### config.mk
export PLATFORM = sky130hd
export DESIGN_NAME = mux_2x1_rr_arbiter_seq
export DESIGN_NICKNAME = d
export VERILOG_FILES = /design/src/rtl/mux_2x1_rr_arbiter_seq.sv
export SDC_FILE = /design/constraint.sdc
export NUM_CORES = 1
export LEC_CHECK = 0
export ABC_AREA = 1
export BUFFER_PORTS_ARGS = -buffer_cell sky130_fd_sc_hd__buf_2
export CORE_MARGIN = 2
export CORE_UTILIZATION = 51
export CTS_BUF_LIST = sky130_fd_sc_hd__clkbuf_2
export CTS_CLUSTER_SIZE = 10
export DETAILED_ROUTE_END_ITERATION = 12
export PLACE_DENSITY = 0.77
export SLEW_MARGIN = 20
export SYNTH_ARGS = -nofsm -noshare
export SYNTH_HDL_FRONTEND = slang
export SYNTH_SLANG_ARGS = --single-unit
export TNS_END_PERCENT = 20
### constraint.sdc
create_clock -name clk -period 3.6 [get_ports clk]
set_input_delay 0.18 -clock clk [delete_from_list [all_inputs] [get_ports clk]]
set_output_delay 0.18 -clock clk [all_outputs]
set_load 0.02 [all_outputs]
### src/rtl/mux_2x1_rr_arbiter_seq.sv
// -----------------------------------------------------------------------------
// mux_2x1_rr_arbiter_seq
//   Arbitration controller for the 2-to-1 sequential mux in the NoC merge
//   stage. Two packet requesters (0 = low branch, 1 = high branch) share the
//   mux. Each grant covers a whole packet and ends only on a transfer that
//   carries i_last. Arbitration is either round-robin with a per-grant packet
//   quota or fixed priority (low wins).
//
// Ports
//   clk              clock; all state updates on the rising edge
//   rst_n            asynchronous active-low reset
//   i_req[1:0]       requester k holds a valid beat
//   i_last[1:0]      the current beat of requester k ends its packet
//   o_ack[1:0]       requester k is granted; a beat moves when i_req[k] & o_ack[k]
//   o_mux_en         mux enable; high while any requester is granted
//   o_mux_cmd        mux select; 0 = low branch, 1 = high branch
//   o_mux_valid[1:0] mux per-branch valid, i_req & o_ack
//   o_busy           high while a packet is granted
//   i_cfg_mode       0 = round-robin, 1 = fixed priority
//   i_cfg_burst_max  round-robin packets per grant before yielding (0 acts as 1)
// -----------------------------------------------------------------------------
module mux_2x1_rr_arbiter_seq #(
  parameter int COMMAND_WIDTH   = 1,
  parameter int BURST_CNT_WIDTH = 4
) (
  input  logic                       clk,
  input  logic                       rst_n,
  input  logic [1:0]                 i_req,
  input  logic [1:0]                 i_last,
  output logic [1:0]                 o_ack,
  output logic                       o_mux_en,
  output logic [COMMAND_WIDTH-1:0]   o_mux_cmd,
  output logic [1:0]                 o_mux_valid,
  output logic                       o_busy,
  input  logic                       i_cfg_mode,
  input  logic [BURST_CNT_WIDTH-1:0] i_cfg_burst_max
);

  typedef enum logic [1:0] {
    IDLE     = 2'd0,
    GNT_LOW  = 2'd1,
    GNT_HIGH = 2'd2
  } state_e;

  state_e                     state_q, state_d;
  logic [BURST_CNT_WIDTH-1:0] cnt_q, cnt_d;
  logic                       last_served_q, last_served_d;  // 0 = low, 1 = high
  logic [1:0]                 ack_q;

  // Side currently granted (only meaningful outside IDLE) and its opponent.
  logic cur_side;
  logic oth_side;
  logic end_of_pkt;

  logic [BURST_CNT_WIDTH-1:0] burst_eff;
  logic [BURST_CNT_WIDTH:0]   cnt_inc;
  logic                       quota_hit;
  logic [BURST_CNT_WIDTH-1:0] cnt_sat_inc;

  function automatic state_e grant_of(input logic side);
    return side ? GNT_HIGH : GNT_LOW;
  endfunction

  assign cur_side   = (state_q == GNT_HIGH);
  assign oth_side   = ~cur_side;
  // An i_last without a matching transfer does not end the packet.
  assign end_of_pkt = (state_q != IDLE) && i_req[cur_side] && i_last[cur_side];

  // A quota of zero would never let the current owner keep the grant, so it
  // is treated as one packet per grant.
  assign burst_eff   = (i_cfg_burst_max == '0) ? BURST_CNT_WIDTH'(1) : i_cfg_burst_max;
  // One extra bit so the packet that just ended can be compared without wrap.
  assign cnt_inc     = {1'b0, cnt_q} + (BURST_CNT_WIDTH+1)'(1);
  assign quota_hit   = (cnt_inc >= {1'b0, burst_eff});
  assign cnt_sat_inc = (&cnt_q) ? cnt_q : cnt_q + BURST_CNT_WIDTH'(1);

  always_comb begin
    // NOTE: every next-state signal takes its hold value first, so no path
    // through the case below can leave one unassigned and infer a latch.
    state_d       = state_q;
    cnt_d         = cnt_q;
    last_served_d = last_served_q;

    unique case (state_q)
      IDLE: begin
        if (i_req == 2'b11) begin
          // Round-robin from IDLE favours whoever was not served last.
          state_d = i_cfg_mode ? GNT_LOW : grant_of(~last_served_q);
        end else if (i_req[0]) begin
          state_d = GNT_LOW;
        end else if (i_req[1]) begin
          state_d = GNT_HIGH;
        end
      end

      GNT_LOW, GNT_HIGH: begin
        // Mid-packet (including stalls) the grant is held unchanged.
        if (end_of_pkt) begin
          if (i_cfg_mode) begin
            cnt_d         = '0;
            last_served_d = cur_side;
            if      (i_req[0]) state_d = GNT_LOW;
            else if (i_req[1]) state_d = GNT_HIGH;
            else               state_d = IDLE;
          end else if (i_req[oth_side] && quota_hit) begin
            state_d       = grant_of(oth_side);
            cnt_d         = '0;
            last_served_d = cur_side;
          end else if (!quota_hit && i_req[cur_side]) begin
            cnt_d = cnt_sat_inc;
          end else begin
            state_d       = i_req[oth_side] ? grant_of(oth_side) : IDLE;
            cnt_d         = '0;
            last_served_d = cur_side;
          end
        end
      end

      default: state_d = IDLE;
    endcase
  end

  // NOTE: state registers use non-blocking assignments so every flop samples
  // the pre-edge values regardless of statement order.
  always_ff @(posedge clk or negedge rst_n) begin
    if (!rst_n) begin
      state_q       <= IDLE;
      cnt_q         <= '0;
      last_served_q <= 1'b1;  // low is preferred on the first contention
      ack_q         <= 2'b00;
    end else begin
      state_q       <= state_d;
      cnt_q         <= cnt_d;
      last_served_q <= last_served_d;
      // Grant bits are registered alongside the state they decode, so o_ack
      // has no combinational path from i_req.
      ack_q         <= {state_d == GNT_HIGH, state_d == GNT_LOW};
    end
  end

  assign o_ack       = ack_q;
  assign o_mux_en    = |ack_q;
  assign o_busy      = |ack_q;
  assign o_mux_cmd   = COMMAND_WIDTH'(ack_q[1]);
  assign o_mux_valid = i_req & ack_q;

endmodule
==> results.py <==
metrics = {
    "grt": {
        "antenna_found_initial": 0,
        "overflow": 0,
        "grt_max_degree": 10,
        "grt_pass1_vias": 623,
        "grt_usage_pct": 17.62,
        "grt_pass1_wl_mm": 2.463,
    },
    "detailed_routing": {
        "met2_length_um": 607,
        "ant_nets": 0,
        "first_pass_iters": 4,
        "wl_met3_um": 46,
        "drt-met1-wl_um": 686,
        "vias": 677,
        "drt-total-wl_mm": 1.365,
        "highest_layer": "met4",
        "routedWlPerCell_um": 9.681,
        "drc_errors": 0,
        "drt_first_iter_violations": 17,
        "route.detailed.vias_per_inst": 4.801,
    },
    "timing": {
        "final_max_slew_viol_count": 0,
        "fmax_mhz": 467.3,
        "min_period_ns": 2.140,
        "hold_viol": 0,
        "setup_viol_count_final": 0,
        "fin_crit_sh_pct": 59.44,
        "worst_slew_pin_slew_ns": 0.2139,
        "slew_headroom_pct": 85.74,
        "grt_setup_unrepaired": "no",
        "fin_skew_ns": 0.01267,
        "fin_tns_setup_ns": 0,
    },
    "yosys": {
        "synth_cell_types": 23,
        "synth_area_um2": 762.0,
        "avgSynthCellArea_um2": 7.189,
        "ys_seq_area_share_pct": 29.72,
        "synth_cells": 106,
        "synth_nets": 125,
        "ys_ff_latch": 9,
        "yosys_warnings": 0,
    },
    "critical_path": {
        "worstSetupPathType": "reg -> reg",
        "r2r_end": "state_q[0]",
        "worstPathRequired_ns": 3.74,
        "critPathLaunchType": "flop",
        "cp.arrival_ns": 2.28,
        "ff2ff_setup_slack_ns": 1.46,
        "reg2regPathDepth": 17,
        "crit_path_start": "cnt_q[0]",
        "worstPathMaxFanout": 6,
        "end_kind": "flop",
        "r2r_start": "cnt_q[0]",
        "cp-endpoint": "state_q[0]",
    },
    "clocking": {
        "cts-htree-levels": 1,
        "cts_made_buffers": 3,
        "clk_pin_slew_ns": 0.10,
        "cts_root_buffer": "clkbuf_2",
        "cts_tree": "built",
        "clock_path_buffers": 2,
        "cts_setup_buffers": 0,
        "cts_num_sinks": 9,
        "clk_latency_ns": 0.25,
        "cts_resized": 0,
    },
    "cells_and_area": {
        "drive_gt1_share_pct": 28.57,
        "final_nets": 146,
        "area_growth_pct": 15.60,
        "final_common_cell": "nand2_1",
        "diodes": 0,
        "final_cell_mix": "23 x nand2_1, 18 x inv_1, 17 x buf_2",
        "fin_util_pct": 65.25,
    },
    "job": {
        "drv_cap": 0,
    },
    "outcome": {
        "outcome": "finished clean",
    },
    "floorplan": {
        "start_util_pct": 56.44,
        "die_w_um": 42.66,
        "std_cell_rows": 13,
        "dieArea_um2": 1819,
        "dieHeight_um": 42.66,
        "ios": 18,
        "core_area_um2": 1350,
    },
    "worst_hold_path": {
        "hold_class": "in -> async",
    },
    "placement": {
        "gp_congestion": 0.8300,
        "place_hpwl_mm": 1.143,
        "port_buffers": 17,
    },
    "power": {
        "p_per_area_nw_per_um2": 636.4,
        "p_leak_nw": 0.5296,
        "vdd_ir_drop_max_mv": 0.4107,
    },
}
## worst min path at each step
stage                    end  slack (ns)  cells past startpoint
finish              cnt_q[3]        0.30                      2
floorplan           cnt_q[0]       -0.12                      0
CTS                 cnt_q[3]        0.28                      2
detailed placement  cnt_q[3]        0.04                      1
global route        cnt_q[3]        0.31                      2
global placement    cnt_q[3]        0.04                      1
## flip-flops by register name, indices dropped and copies added (netlist names)
register and count:
cnt_q 4, last_served_q 1, state_q 2, o_ack 2
## critical path, stage by stage (launching register included)
cell,delay [ns]
dfrtp_1,0.41
ha_1,0.23
xor2_1,0.16
ha_1,0.32
nand2_1,0.08
inv_1,0.04
nand2_1,0.05
nand2_1,0.05
nand2_1,0.06
nand2_2,0.09
nor2_4,0.16
nand2_2,0.05
nand2_1,0.06
nand2_1,0.04
nand2_1,0.05
nand2_1,0.06
nand2_1,0.09
inv_1,0.04
## what timing repair did
action                                 CTS  global route
hold buffers                             1             0
setup endpoints to repair                0             0
endpoints found under the hold margin    9             0
## metal layers
layer	vias to the layer above	global-route usage, %
li1	371	-
met4	0	7.500
met3	4	3.830
met1	293	22.11
met5	-	0
met2	9	28.79
## area by class of cell
| cell class | count | area, µm² |
|---|---|---|
| fill | 128 | 469.2 |
| multi-input combinational | 74 | 441.7 |
| sequential | 9 | 226.5 |
| timing repair buffer | 18 | 95.09 |
| inverter | 21 | 78.83 |
| clock buffer | 4 | 20.02 |
| tap | 15 | 18.77 |
## cells by family (layout without fill, tap and decap cells)
group / after synthesis / count (layout) / share of synthesized area, %
AO/OA/AOI/OAI: 16 / 16 / 11.33
XOR/XNOR: 2 / 2 / 2.299
adder cells (fa/ha/maj): 8 / 8 / 13.14
buffers and inverters: 23 / 43 / 12.31
flip-flops: 9 / 9 / 29.72
AND/OR/NAND/NOR: 48 / 48 / 31.20
## synth_stat cells
library cell / number / area, µm²
nand2_1: 23 / 86.33
inv_1: 18 / 67.56
dfrtp_1: 8 / 200.2
ha_1: 8 / 100.1
nand3_1: 6 / 30.03
nor2_1: 6 / 22.52
o21ai_0: 6 / 30.03
a21oi_1: 5 / 25.02
inv_2: 3 / 11.26
nand2_2: 3 / 18.77
o21ai_1: 3 / 15.01
buf_4: 2 / 15.01
nand3_2: 2 / 20.02
nor2_2: 2 / 12.51
nor2_4: 2 / 22.52
xor2_1: 2 / 17.52
a31o_2: 1 / 8.760
dfstp_2: 1 / 26.28
nand3b_1: 1 / 7.510
nor3_1: 1 / 5.000
o21bai_1: 1 / 7.510
or2_1: 1 / 6.260
or2_2: 1 / 6.260
## power breakdown
part | total, W | leakage, nW | switching (W) | internal, W
sequential | 0.000160 | 0.116 | 0.0000213 | 0.000139
clock | 0.0000645 | 0.0166 | 0.0000350 | 0.0000295
combinational | 0.000336 | 0.397 | 0.000219 | 0.000117
## stage by stage
stage	cells	hold slack, ns	setup slack, ns	total power [W]	instance area (µm²)
after floorplan	106	-0.1156	1.631	0.0004324	762.0
after global placement	136	0.04432	1.495	0.0004952	850.8
after detailed placement	136	0.04473	1.457	0.0005017	850.8
after CTS	141	0.2835	1.435	0.0005711	880.8
after global routing	141	0.3113	1.224	0.0006229	880.8
final	141	0.2996	1.460	0.0005606	880.8
Power figures use the tool's default switching activity.
